==> config.mk <==
export PLATFORM = sky130hd
export DESIGN_NAME = uart_tx_arb
export DESIGN_NICKNAME = d
export VERILOG_FILES = /design/src/rtl/uart_pkg.sv /design/src/rtl/rr_picker.sv /design/src/rtl/uart_tx_arb.sv
export SDC_FILE = /design/constraint.sdc
export NUM_CORES = 1
export LEC_CHECK = 0
export CAP_MARGIN = 30
export CORE_MARGIN = 3
export CORE_UTILIZATION = 44
export DETAILED_ROUTE_END_ITERATION = 10
export PLACE_DENSITY = 0.79
export SLEW_MARGIN = 10
export SYNTH_ARGS = -nofsm -noshare
export SYNTH_HDL_FRONTEND = slang
export SYNTH_HIERARCHICAL = 1
export SYNTH_SLANG_ARGS = --single-unit
==> constraint.sdc <==
create_clock -name clk_i -period 3.1 [get_ports clk_i]
set_input_delay 0.31 -clock clk_i [delete_from_list [all_inputs] [get_ports clk_i]]
set_output_delay 0.31 -clock clk_i [all_outputs]
set_load 0.02 [all_outputs]
==> src/rtl/uart_pkg.sv <==
// Shared types and sizing helpers for the UART TX arbitration slice.
package uart_pkg;

    typedef enum logic {
        IDLE = 1'b0,
        XFER = 1'b1
    } arb_state_e;

    localparam int DEF_NUM_REQ   = 4;
    localparam int DEF_BAUD_DIV  = 104;
    localparam int DEF_MAX_BURST = 16;
    localparam int BEAT_W        = $clog2(DEF_MAX_BURST + 1);

    function automatic int ptr_w(input int num_req);
        return (num_req > 1) ? $clog2(num_req) : 1;
    endfunction

    function automatic int beat_w(input int max_burst);
        return $clog2(max_burst + 1);
    endfunction

endpackage

==> src/rtl/rr_picker.sv <==
// Rotating-priority encoder: first asserted request strictly after last_ptr wins.
module rr_picker
    import uart_pkg::*;
#(
    parameter int N  = DEF_NUM_REQ,
    parameter int PW = ptr_w(N)
) (
    input  logic [N-1:0]  req,
    input  logic [PW-1:0] last_ptr,
    output logic [N-1:0]  winner,
    output logic          any
);

    logic [PW-1:0] idx;

    always_comb begin
        winner = '0;
        any    = 1'b0;
        idx    = '0;
        for (int i = 1; i <= N; i++) begin
            idx = PW'((int'(last_ptr) + i) % N);
            if (!any && req[idx]) begin
                winner[idx] = 1'b1;
                any         = 1'b1;
            end
        end
    end

endmodule

==> src/rtl/uart_tx_arb.sv <==
// Round-robin sharing of one UART TX FIFO among NUM_REQ byte-stream clients,
// plus ownership of the baud divisor and transmitter enable.
module uart_tx_arb
    import uart_pkg::*;
#(
    parameter int NUM_REQ   = DEF_NUM_REQ,
    parameter int BAUD_DIV  = DEF_BAUD_DIV,
    parameter int MAX_BURST = DEF_MAX_BURST
) (
    input  logic                    clk_i,
    input  logic                    rst_ni,
    input  logic [NUM_REQ-1:0]      req_valid_i,
    input  logic [NUM_REQ-1:0][7:0] req_data_i,
    input  logic [NUM_REQ-1:0]      req_last_i,
    output logic [NUM_REQ-1:0]      req_ready_o,
    output logic [NUM_REQ-1:0]      grant_o,
    output logic                    busy_o,
    input  logic                    cfg_we_i,
    input  logic [15:0]             cfg_baud_i,
    output logic                    cfg_pending_o,
    output logic [15:0]             baud_div_o,
    output logic                    tx_we_o,
    output logic [7:0]              din_o,
    output logic                    tx_en_o,
    input  logic                    full_i,
    input  logic                    empty_i
);

    localparam int PTR_W = ptr_w(NUM_REQ);
    localparam int CNT_W = beat_w(MAX_BURST);

    arb_state_e         state, state_next;
    logic [NUM_REQ-1:0] grant_q, winner;
    logic               any_req;
    logic [PTR_W-1:0]   last_ptr, g_idx;
    logic [CNT_W-1:0]   beat_cnt;
    logic [15:0]        shadow_q, baud_q;
    logic               pending_q, tx_en_q;
    logic               g_valid, g_last;
    logic [7:0]         g_data;
    logic               handshake, pkt_end, do_grant, do_apply;

    rr_picker #(.N(NUM_REQ), .PW(PTR_W)) u_picker (
        .req      (req_valid_i),
        .last_ptr (last_ptr),
        .winner   (winner),
        .any      (any_req)
    );

    // Mux out the current owner's stream; grant_q is one-hot or zero.
    always_comb begin
        g_idx   = '0;
        g_valid = 1'b0;
        g_last  = 1'b0;
        g_data  = '0;
        for (int i = 0; i < NUM_REQ; i++) begin
            if (grant_q[i]) begin
                g_idx   = PTR_W'(i);
                g_valid = req_valid_i[i];
                g_last  = req_last_i[i];
                g_data  = req_data_i[i];
            end
        end
    end

    always_comb begin
        state_next = state;
        do_grant   = 1'b0;
        do_apply   = 1'b0;
        handshake  = 1'b0;
        pkt_end    = 1'b0;
        case (state)
            IDLE: begin
                if (pending_q) begin
                    do_apply = empty_i;
                end else if (any_req) begin
                    do_grant   = 1'b1;
                    state_next = XFER;
                end
            end
            XFER: begin
                handshake = g_valid & ~full_i;
                if (handshake && (g_last || beat_cnt == CNT_W'(MAX_BURST - 1))) begin
                    pkt_end    = 1'b1;
                    state_next = IDLE;
                end
            end
            default: state_next = IDLE;
        endcase
    end

    always_ff @(posedge clk_i or negedge rst_ni) begin
        if (!rst_ni) state <= IDLE;
        else         state <= state_next;
    end

    always_ff @(posedge clk_i or negedge rst_ni) begin
        if (!rst_ni) begin
            grant_q  <= '0;
            last_ptr <= PTR_W'(NUM_REQ - 1);
            beat_cnt <= '0;
        end else if (do_grant) begin
            grant_q  <= winner;
            beat_cnt <= '0;
        end else if (pkt_end) begin
            grant_q  <= '0;
            last_ptr <= g_idx;
        end else if (handshake) begin
            beat_cnt <= beat_cnt + 1'b1;
        end
    end

    // A write landing in the same cycle as an apply keeps the update pending.
    always_ff @(posedge clk_i or negedge rst_ni) begin
        if (!rst_ni) begin
            shadow_q  <= '0;
            pending_q <= 1'b0;
            baud_q    <= 16'(BAUD_DIV);
            tx_en_q   <= 1'b0;
        end else begin
            if (cfg_we_i) begin
                shadow_q  <= cfg_baud_i;
                pending_q <= 1'b1;
            end else if (do_apply) begin
                pending_q <= 1'b0;
            end
            if (do_apply) baud_q <= shadow_q;
            tx_en_q <= (state == XFER) | ~empty_i;
        end
    end

    assign grant_o       = grant_q;
    assign busy_o        = (state == XFER);
    assign req_ready_o   = (state == XFER && !full_i) ? grant_q : '0;
    assign tx_we_o       = handshake;
    assign din_o         = handshake ? g_data : 8'h00;
    assign cfg_pending_o = pending_q;
    assign baud_div_o    = baud_q;
    assign tx_en_o       = tx_en_q;

endmodule

# --- Word level (Yosys, flattened, before mapping) ---
# Cells that the tools add are included.
word_totals:
  output_inout_bits: 36
  inputBits: 61
  reg_bits: 46
  wordCells: 109
op_classes:
  order_cmp: 8
  n_reduce_logical: 19
  eq_ne: 2
  bitwise: 9
  n_addsub: 5
  muxes: 58
ops:
  columns: ["operator", "n"]
  rows:
  - ["two-way mux 8 bit", 5]
  - ["two-way mux 1 bit", 32]
  - ["two-way mux 4 bit", 7]
  - ["two-way mux 5 bit", 3]
  - ["< comparator 2 x 3 -> 1 bit, second input constant", 4]
  - ["OR 4 bit", 3]
  - ["logical AND 1 bit", 9]
  - ["binary-select mux 1 bit (select 2 bit)", 4]
  - ["demux 1 bit (select 2 bit)", 4]
  - [">= comparator 2 x 1 -> 1 bit, second input constant", 4]
  - ["nonzero test 2 bit", 3]
  - ["adder 5 x 1 -> 5 bit, second input constant", 1]
  - ["== test 5 x 4 -> 1 bit, second input constant", 1]
  - ["adder 2 x 1 -> 2 bit, second input constant", 2]
  - ["adder 2 bit, second input constant", 2]
  - ["zero test 1 bit", 4]
  - ["two-way mux 2 bit", 2]
  - ["inverter 1 bit", 4]
  - ["AND reduction 2 bit", 2]
  - ["!= test 2 x 1 -> 1 bit, second input constant", 1]
  - ["case mux 1 bit (2 select lines)", 1]
  - ["AND 1 bit", 1]
  - ["logical OR 1 bit", 1]
  - ["OR 1 bit", 1]

# --- Longest topological paths before layout ---
# Gate-level depths: netlist of run 1.
logic_depth:
  word_depth: 18
  ltp_mapped: 9
  ltp_nobuf: 8

# --- Cells and area by module ---
# The synthesis of run 1 kept the hierarchy.
modules_own_cells:
  columns: ["mod", "seq_area_each_um2", "cells_each", "area_each_um2", "n_inst"]
  rows:
  - ["uart_tx_arb", 1157.4, 176, 2137.0, 1]
  - ["rr_picker", 0.0, 48, 415.4, 1]

# --- Worst setup path before layout of run 1 ---
# Ideal clock, no wire load.
synth_path:
  kind: "reg-to-reg"
  startpoint: "register last_ptr[1]"
  endpoint: "register grant_q[2] (netlist: grant_o[2])"
  n_path_buf: 1
  arrival_ns: 2.093
  stages_incl_launch_ff: 10
  path_slack_ns: 0.871
  setup_ns: 0.136
  required_ns: 2.964
  synth_period_minus_slack_ns: 2.229
  cell_sequence: "dfstp_2 -> buf_6 -> inv_1 -> ha_1 -> mux2_2 -> nand4_1 -> o21ai_0 -> a221o_1 -> nand2_1 -> o31ai_1"
synth_between:
  elab_cells_between_ends: 54
  cone_classes: "add/sub: 4; order compare: 8; mux: 28; bitwise: 3; reduce/logical: 11"
synth_lines:
  columns: ["item", "line", "source"]
  rows:
  - ["from (decl)", "uart_tx_arb.sv:35", "logic [PTR_W-1:0] last_ptr, g_idx;"]
  - ["from (signal assigned)", "uart_tx_arb.sv:100", "last_ptr <= PTR_W'(NUM_REQ - 1);"]
  - ["from (signal assigned)", "uart_tx_arb.sv:107", "last_ptr <= g_idx;"]
  - ["branches (longest 12 deep; another with < comparator 2 x 3 -> 1 bit)", null, null]
  - ["two-way mux 4 bit *", "rr_picker.sv:22", "if (!any && req[idx]) begin"]
  - ["named net winner[2]", "uart_tx_arb.sv:33", "logic [NUM_REQ-1:0] grant_q, winner;"]
  - ["two-way mux 4 bit *", "uart_tx_arb.sv:102", "end else if (do_grant) begin"]
  - ["to (signal assigned)", "uart_tx_arb.sv:103", "grant_q <= winner;"]
  - ["to (decl)", "uart_tx_arb.sv:33", null]
# Mark *: on every way through the listed nets, which the timed path passes. The select of a mux whose other input is x is not followed.
# A chain may end at the register's enable or synchronous reset.

# --- Worst setup path in the final report of run 1 ---
layout_path:
  startpoint: "register state (netlist: busy_o)"
  endpoint: "output din_o[0]"
layout_between:
  elab_chain_len: 2
layout_lines:
  columns: ["item", "line", "source"]
  rows:
  - ["from (decl)", "uart_tx_arb.sv:32", "arb_state_e state, state_next;"]
  - ["from (signal assigned)", "uart_tx_arb.sv:94", "else state <= state_next;"]
  - ["two-way mux 1 bit", "uart_tx_arb.sv:72", "case (state)"]
  - ["two-way mux 8 bit", "uart_tx_arb.sv:136", "assign din_o = handshake ? g_data : 8'h00;"]
  - ["to (decl)", "uart_tx_arb.sv:23", "output logic [7:0] din_o,"]
# Every way passes these cells.

==> results of run 1 <==
## area by class of cell
cell class / instances / share of cell area
sequential: 46 / 0.315
timing repair buffer: 99 / 0.270
multi-input combinational: 156 / 0.354
inverter: 12 / 0.0122
clock buffer: 8 / 0.0245
tap: 72 / 0.0245
## logic make-up after synthesis
logic type      share of synthesized area
simple gates                        0.123
mux                                 0.211
flops                               0.453
compound gates                      0.126
buf+inv                            0.0368
fa+ha+maj                          0.0490
## how the worst max path moves through the flow
stage	endpoint	slack, ns	cells after the start
2_1_floorplan	grant_o[2]	0.87	9
3_3_place_gp	din_o[0]	0.48	6
3_5_place_dp	din_o[1]	0.40	6
4_1_cts	din_o[1]	0.35	5
5_1_grt	din_o[1]	0.26	5
6_report	din_o[0]	0.37	5
## flip-flops by register name, indices dropped and copies added (netlist names)
register and cells:
cfg_pending_o 1, beat_cnt 5, grant_o 4, baud_div_o 16, last_ptr 2, shadow_q 16
tx_en_o 1, busy_o 1
## through the flow
stage                     hold WS [ns]   util  std cells
after floorplan                 0.0144      -        224
after global placement           0.482  0.638        383
after detailed placement         0.298  0.642        384
after CTS                        0.509  0.660        393
after global routing             0.520  0.660        393
final                            0.503  0.660        393
## where the power goes
| part | leakage, nW | internal [mW] | switching, mW |
|---|---|---|---|
| clock | 0.0455 | 0.182 | 0.179 |
| combinational | 0.913 | 0.746 | 0.726 |
| sequential | 0.544 | 0.804 | 0.153 |
| total | 1.50 | 1.73 | 1.06 |
## placed cells by master (no fill, tap or decap), types with 3 or more instances in the layout
master | Yosys | final
a21oi_1 | 4 | 4
o22ai_1 | 6 | 6
nor2_1 | 8 | 8
nand3b_1 | 3 | 3
nor3_1 | 9 | 9
a221oi_1 | 8 | 8
dfrtp_1 | 41 | 41
inv_1 | 12 | 12
dfstp_2 | 5 | 5
a221o_1 | 5 | 5
nand2_1 | 14 | 14
mux2_2 | 35 | 35
mux2i_1 | 9 | 9
ha_1 | 10 | 10
nand2b_1 | 5 | 5
clkbuf_8 | 0 | 6
o21ai_0 | 4 | 4
o31ai_1 | 3 | 3
clkdlybuf4s50_1 | 0 | 95
and2_1 | 5 | 5
## per-layer routing
metal	part of all wire	track usage	up-vias
met4	0.019	0.0631	0
met2	0.46	0.309	104
met5	0	0	-
met3	0.12	0.0651	15
met1	0.40	0.204	1016
li1	-	-	1016
==> metrics, run 1 <==
status complete, no violations; asr flop ratio synth 1.00; total track usage 0.179; Area growth syn-to-layout 44.1%; worst min-delay path class input port to async pin; beginning of the critical path busy_o; WS Path Type flip-flop to primary output; most frequent cell after synthesis dfrtp_1; initial DRC count 82; DP HPWL 4770 um; Critical R2R Capture grant_o[1]; TNS Setup 0 ns; Register Area 1160 um2; final worst-path setup slack 0.375 ns; Initial Util 0.458; Post-Syn Nets 295; Mapped Area 2550 um2; Seq/Total Area, Yosys 0.453; GP Congestion 0.772; skew final 0.00459 ns; RSZ-0062 raised after global routing no; worst-skew pair later-pin latency 0.28 ns; total power 2.79 mW; largest cells by area after synthesis dfrtp_1 40%, mux2_2 15%, dfstp_2 5.1%, ha_1 4.9%, mux2i_1 3.5%; Worst-Margin Slew 0.780 ns; post-synthesis cell type count 44; FILL cells 433; setup violators final 0; post-cts resize count 0; drt pass-1 iters 5; Root Buffer clkbuf_8; CTS H-tree lvls 2; Fin. Hold Viols 0; Buf/Inv on CP 1; I/O Buffers 96; DRC viols 0; cell count of the worst reg-to-reg path 8; Top Ports 97; Crit path largest cell delay 0.64 ns; max-slew violations 0; diode count 0; part of the cycle the worst path needs 0.879; post-synth top area cell dfrtp_1; Place WS 0.395 ns; Power Density 758 nW/um2; max_slew headroom 0.479; maxcap violations 0; top fanout value on the critical path 13; grt total ovfl 0; largest net degree at the start of global routing 27; layout cells sized above 1 0.181; die height 82.2 um; #FFs+latches synth 46; syn_area_per_cell 11.4 um2; Worst R2R Setup Slack 0.56 ns; Data required, critical path 2.79 ns; maximum clock path buffer count 2; Post-CTS Setup Inserts 0; commonest cells in the netlist 41 x dfrtp_1, 35 x mux2_2, 14 x nand2_1; Die ar. 6750 um2; WL per Instance 16.1 um; Max VDD drop 0.478 mV; DP Area 3580 um2; CP arrival 2.42 ns; Achievable Freq 367 MHz; number of global-route vias before repair 1975; synthesis warning total 6; leak pwr 1.50 nW; DR vias 2151; # rows 27; core area 5570 um2; Post-synth EDFFs 0; footprint of the multi-input gates 1300 um2; post-synth top area share 0.402; Die X 82.2 um; drt total wl 6320 um; CTS tree done; Worst-path clk slew 0.08 ns; number of nets still failing antenna checks after routing 0; R2R Path Start last_ptr[0]; CP top delay family buffers and inverters; Sink Count 46; Net count, final 391; synthesized instance count 224; min Tclk post-route 2.73 ns; CTS Hold Bufs 1; initial antenna violation count 0; first-pass GRT wire length 9340 um; startpoint class of the critical path flip-flop; vias per inst 5.47; crit-path cells nor2b_1 -> o311ai_1 -> a31o_2 -> nor3_1 -> clkdlybuf4s50_1; Design Area, Final 3680 um2; total CTS buffers 5; crit end category primary output; Worst path slowest cell clkdlybuf4s50_1; Main synth FF type dfrtp_1
Power figures use the tool's default switching activity.
==> run 2, diff against run 1 <==
- CORE_UTILIZATION: 44 -> 48
- CTS_CLUSTER_DIAMETER: not set -> 80
- PLACE_DENSITY: 0.79 -> 0.85
- SLEW_MARGIN: 10 -> 20
- clock period: 3.1 -> 3.4 ns (I/O delays scaled with it)
==> run 2 against run 1 <==
Wire length fell by 0.73%. Die area down 7.7%. First-iteration DRC count up 4.9%. Via count barely moved. Register-to-register slack improved by 0.34 ns. Sequential power decreased by 6.9%. Sequential share of layout area rose by 0.075 points. Total power is 9.0% lower. Clock-buffer cell count decreased by 1. Critical path depth rose by 1. Cell count shrank 1.5%. Core utilization up 8.3 points. Largest cell class unchanged. Largest power group unchanged.
==> metrics, run 2 (synthesized netlist as in run 1, its figures left out) <==
max_slew headroom 0.493 (+0.0139); Layout Cells excl Fill 387 (-1.5%); commonest non-fill, non-tap cell in the layout clkdlybuf4s50_1; Worst-Margin Slew 0.759 ns (-0.0209 ns); initial antenna violation count 0 (unchanged); core area 4940 um2 (-11%); DP HPWL 4690 um (-1.8%); drt pass-1 iters 4 (-1); RSZ-0062 raised after global routing no; number of nets still failing antenna checks after routing 0 (unchanged); worst-skew pair later-pin latency 0.30 ns (+0.02 ns); DR vias 2149 (-0.093%); Achievable Freq 339 MHz; crit-path cells nor2b_1 -> a221oi_1 -> nor3_1 -> a21oi_1 -> nor2_1 -> clkdlybuf4s50_1; Die X 78.9 um (-3.9%); total power 2.54 mW (-9.0%); status complete, no violations; crit end category primary output; maximum clock path buffer count 2 (unchanged); Area growth syn-to-layout 43.7%; Net count, final 390 (-0.26%); commonest non-fill, non-tap cells in the layout 95 x clkdlybuf4s50_1, 41 x dfrtp_1, 35 x mux2_2, 14 x nand2_1, 12 x inv_1; grt total ovfl 0 (unchanged); DRC viols 0 (unchanged); Crit path largest cell delay 0.61 ns (-0.03 ns); Root Buffer clkbuf_8; number of global-route vias before repair 2173 (+10%); Max VDD drop 0.479 mV (+0.27%); total CTS buffers 5 (unchanged); beginning of the critical path grant_o[1]; Post-CTS Setup Inserts 0 (unchanged); Power Density 692 nW/um2 (-8.7%); DP Cell Count 377 (-1.8%); startpoint class of the critical path flip-flop; Worst path slowest cell nor2b_1; first-pass GRT wire length 10000 um (+7.1%); WL per Instance 16.2 um (+0.81%); drt total wl 6280 um (-0.73%); skew final 0.00910 ns (+0.00451 ns); Hold Worst Slack 0.477 ns (-0.0261 ns); Data required, critical path 3.06 ns (+0.27 ns); TNS Setup 0 ns (unchanged); Top Ports 97 (unchanged); R2R Path Start last_ptr[0]; Fin. Hold Viols 0 (unchanged); CTS tree done; total track usage 0.201 (+0.0214); CTS H-tree lvls 2 (unchanged); Worst-path clk slew 0.08 ns (about the same); maxcap violations 0 (unchanged); part of the cycle the worst path needs 0.868; Final Core Density 0.742 (+0.0826); diode count 0 (unchanged); Design Area, Final 3670 um2 (-0.24%); worst min-delay path class input port to async pin; Die ar. 6230 um2 (-7.7%); DP Area 3540 um2 (-0.94%); WS Path Type flip-flop to primary output; Initial Util 0.516 (+0.0585); I/O Buffers 96 (unchanged); leak pwr 1.50 nW (-0.13%); initial DRC count 86 (+4.9%); Sink Count 46 (unchanged); CP top delay family simple AND/OR/NAND/NOR gates; Buf/Inv on CP 1 (unchanged); # rows 25 (-7.4%); top fanout value on the critical path 16 (+3); largest net degree at the start of global routing 47 (+74%); CP arrival 2.61 ns (+0.19 ns); die height 78.9 um (-3.9%); final worst-path setup slack 0.449 ns (+0.0741 ns); min Tclk post-route 2.95 ns; vias per inst 5.55 (+1.5%); GP Congestion 0.774 (+0.27%); Place WS 0.644 ns (+0.248 ns); setup violators final 0 (unchanged); layout cells sized above 1 0.181 (+0.000565); max-slew violations 0 (unchanged)
-- run 2: metal layers --
metal  vias to the layer above  track usage  wire [um]
met4                         0       0.0533        102
met2                        94        0.363       3070
li1                       1016            -          -
met3                        10       0.0692        651
met5                         -            0          0
met1                      1029        0.224       2450
-- run 2: timing repair --
item                      in CTS  in global routing
hold buffers                   0                  1
gates resized for setup        0                  0
hold endpoints to repair       0                 11
-- run 2: layout make-up --
cell class | instances | area (um2)
Fill cell | 392 | 1270
Sequential cell | 46 | 1160
Clock buffer | 7 | 86.3
Inverter | 12 | 45.0
Tap cell | 67 | 83.8
Multi-Input combinational cell | 156 | 1300
Timing Repair Buffer | 98 | 986
Clock inverter | 1 | 8.76
-- run 2: worst reg2reg max path, delay by kind of cell (launching register included) --
kind | cells | cell delay (ns)
buffers and inverters | 1 | 0.19
adder cells (fa/ha/maj) | 1 | 0.45
flip-flops | 1 | 0.64
AND/OR/NAND/NOR | 1 | 0.05
AO/OA/AOI/OAI | 4 | 0.82
multiplexers | 1 | 0.24
-- run 2: final timing paths --
kind                                 endpoint  slack [ns]  depth (start not counted)
worst max-delay path                 din_o[4]        0.45                          6
worst max register to register     grant_o[2]        0.90                          8
min in group clk_i                beat_cnt[2]        0.50                          1
worst min register to register    beat_cnt[2]        0.50                          1
worst min-delay path              shadow_q[5]        0.48                          2
max in group asynchronous       baud_div_o[6]        2.38                          3
-- run 2: report_power, final --
| part | switching [mW] | internal (mW) | leakage [nW] | total (mW) |
|---|---|---|---|---|
| Clock | 0.179 | 0.168 | 0.0489 | 0.347 |
| Sequential | 0.159 | 0.732 | 0.544 | 0.891 |
| Combinational | 0.627 | 0.674 | 0.908 | 1.30 |
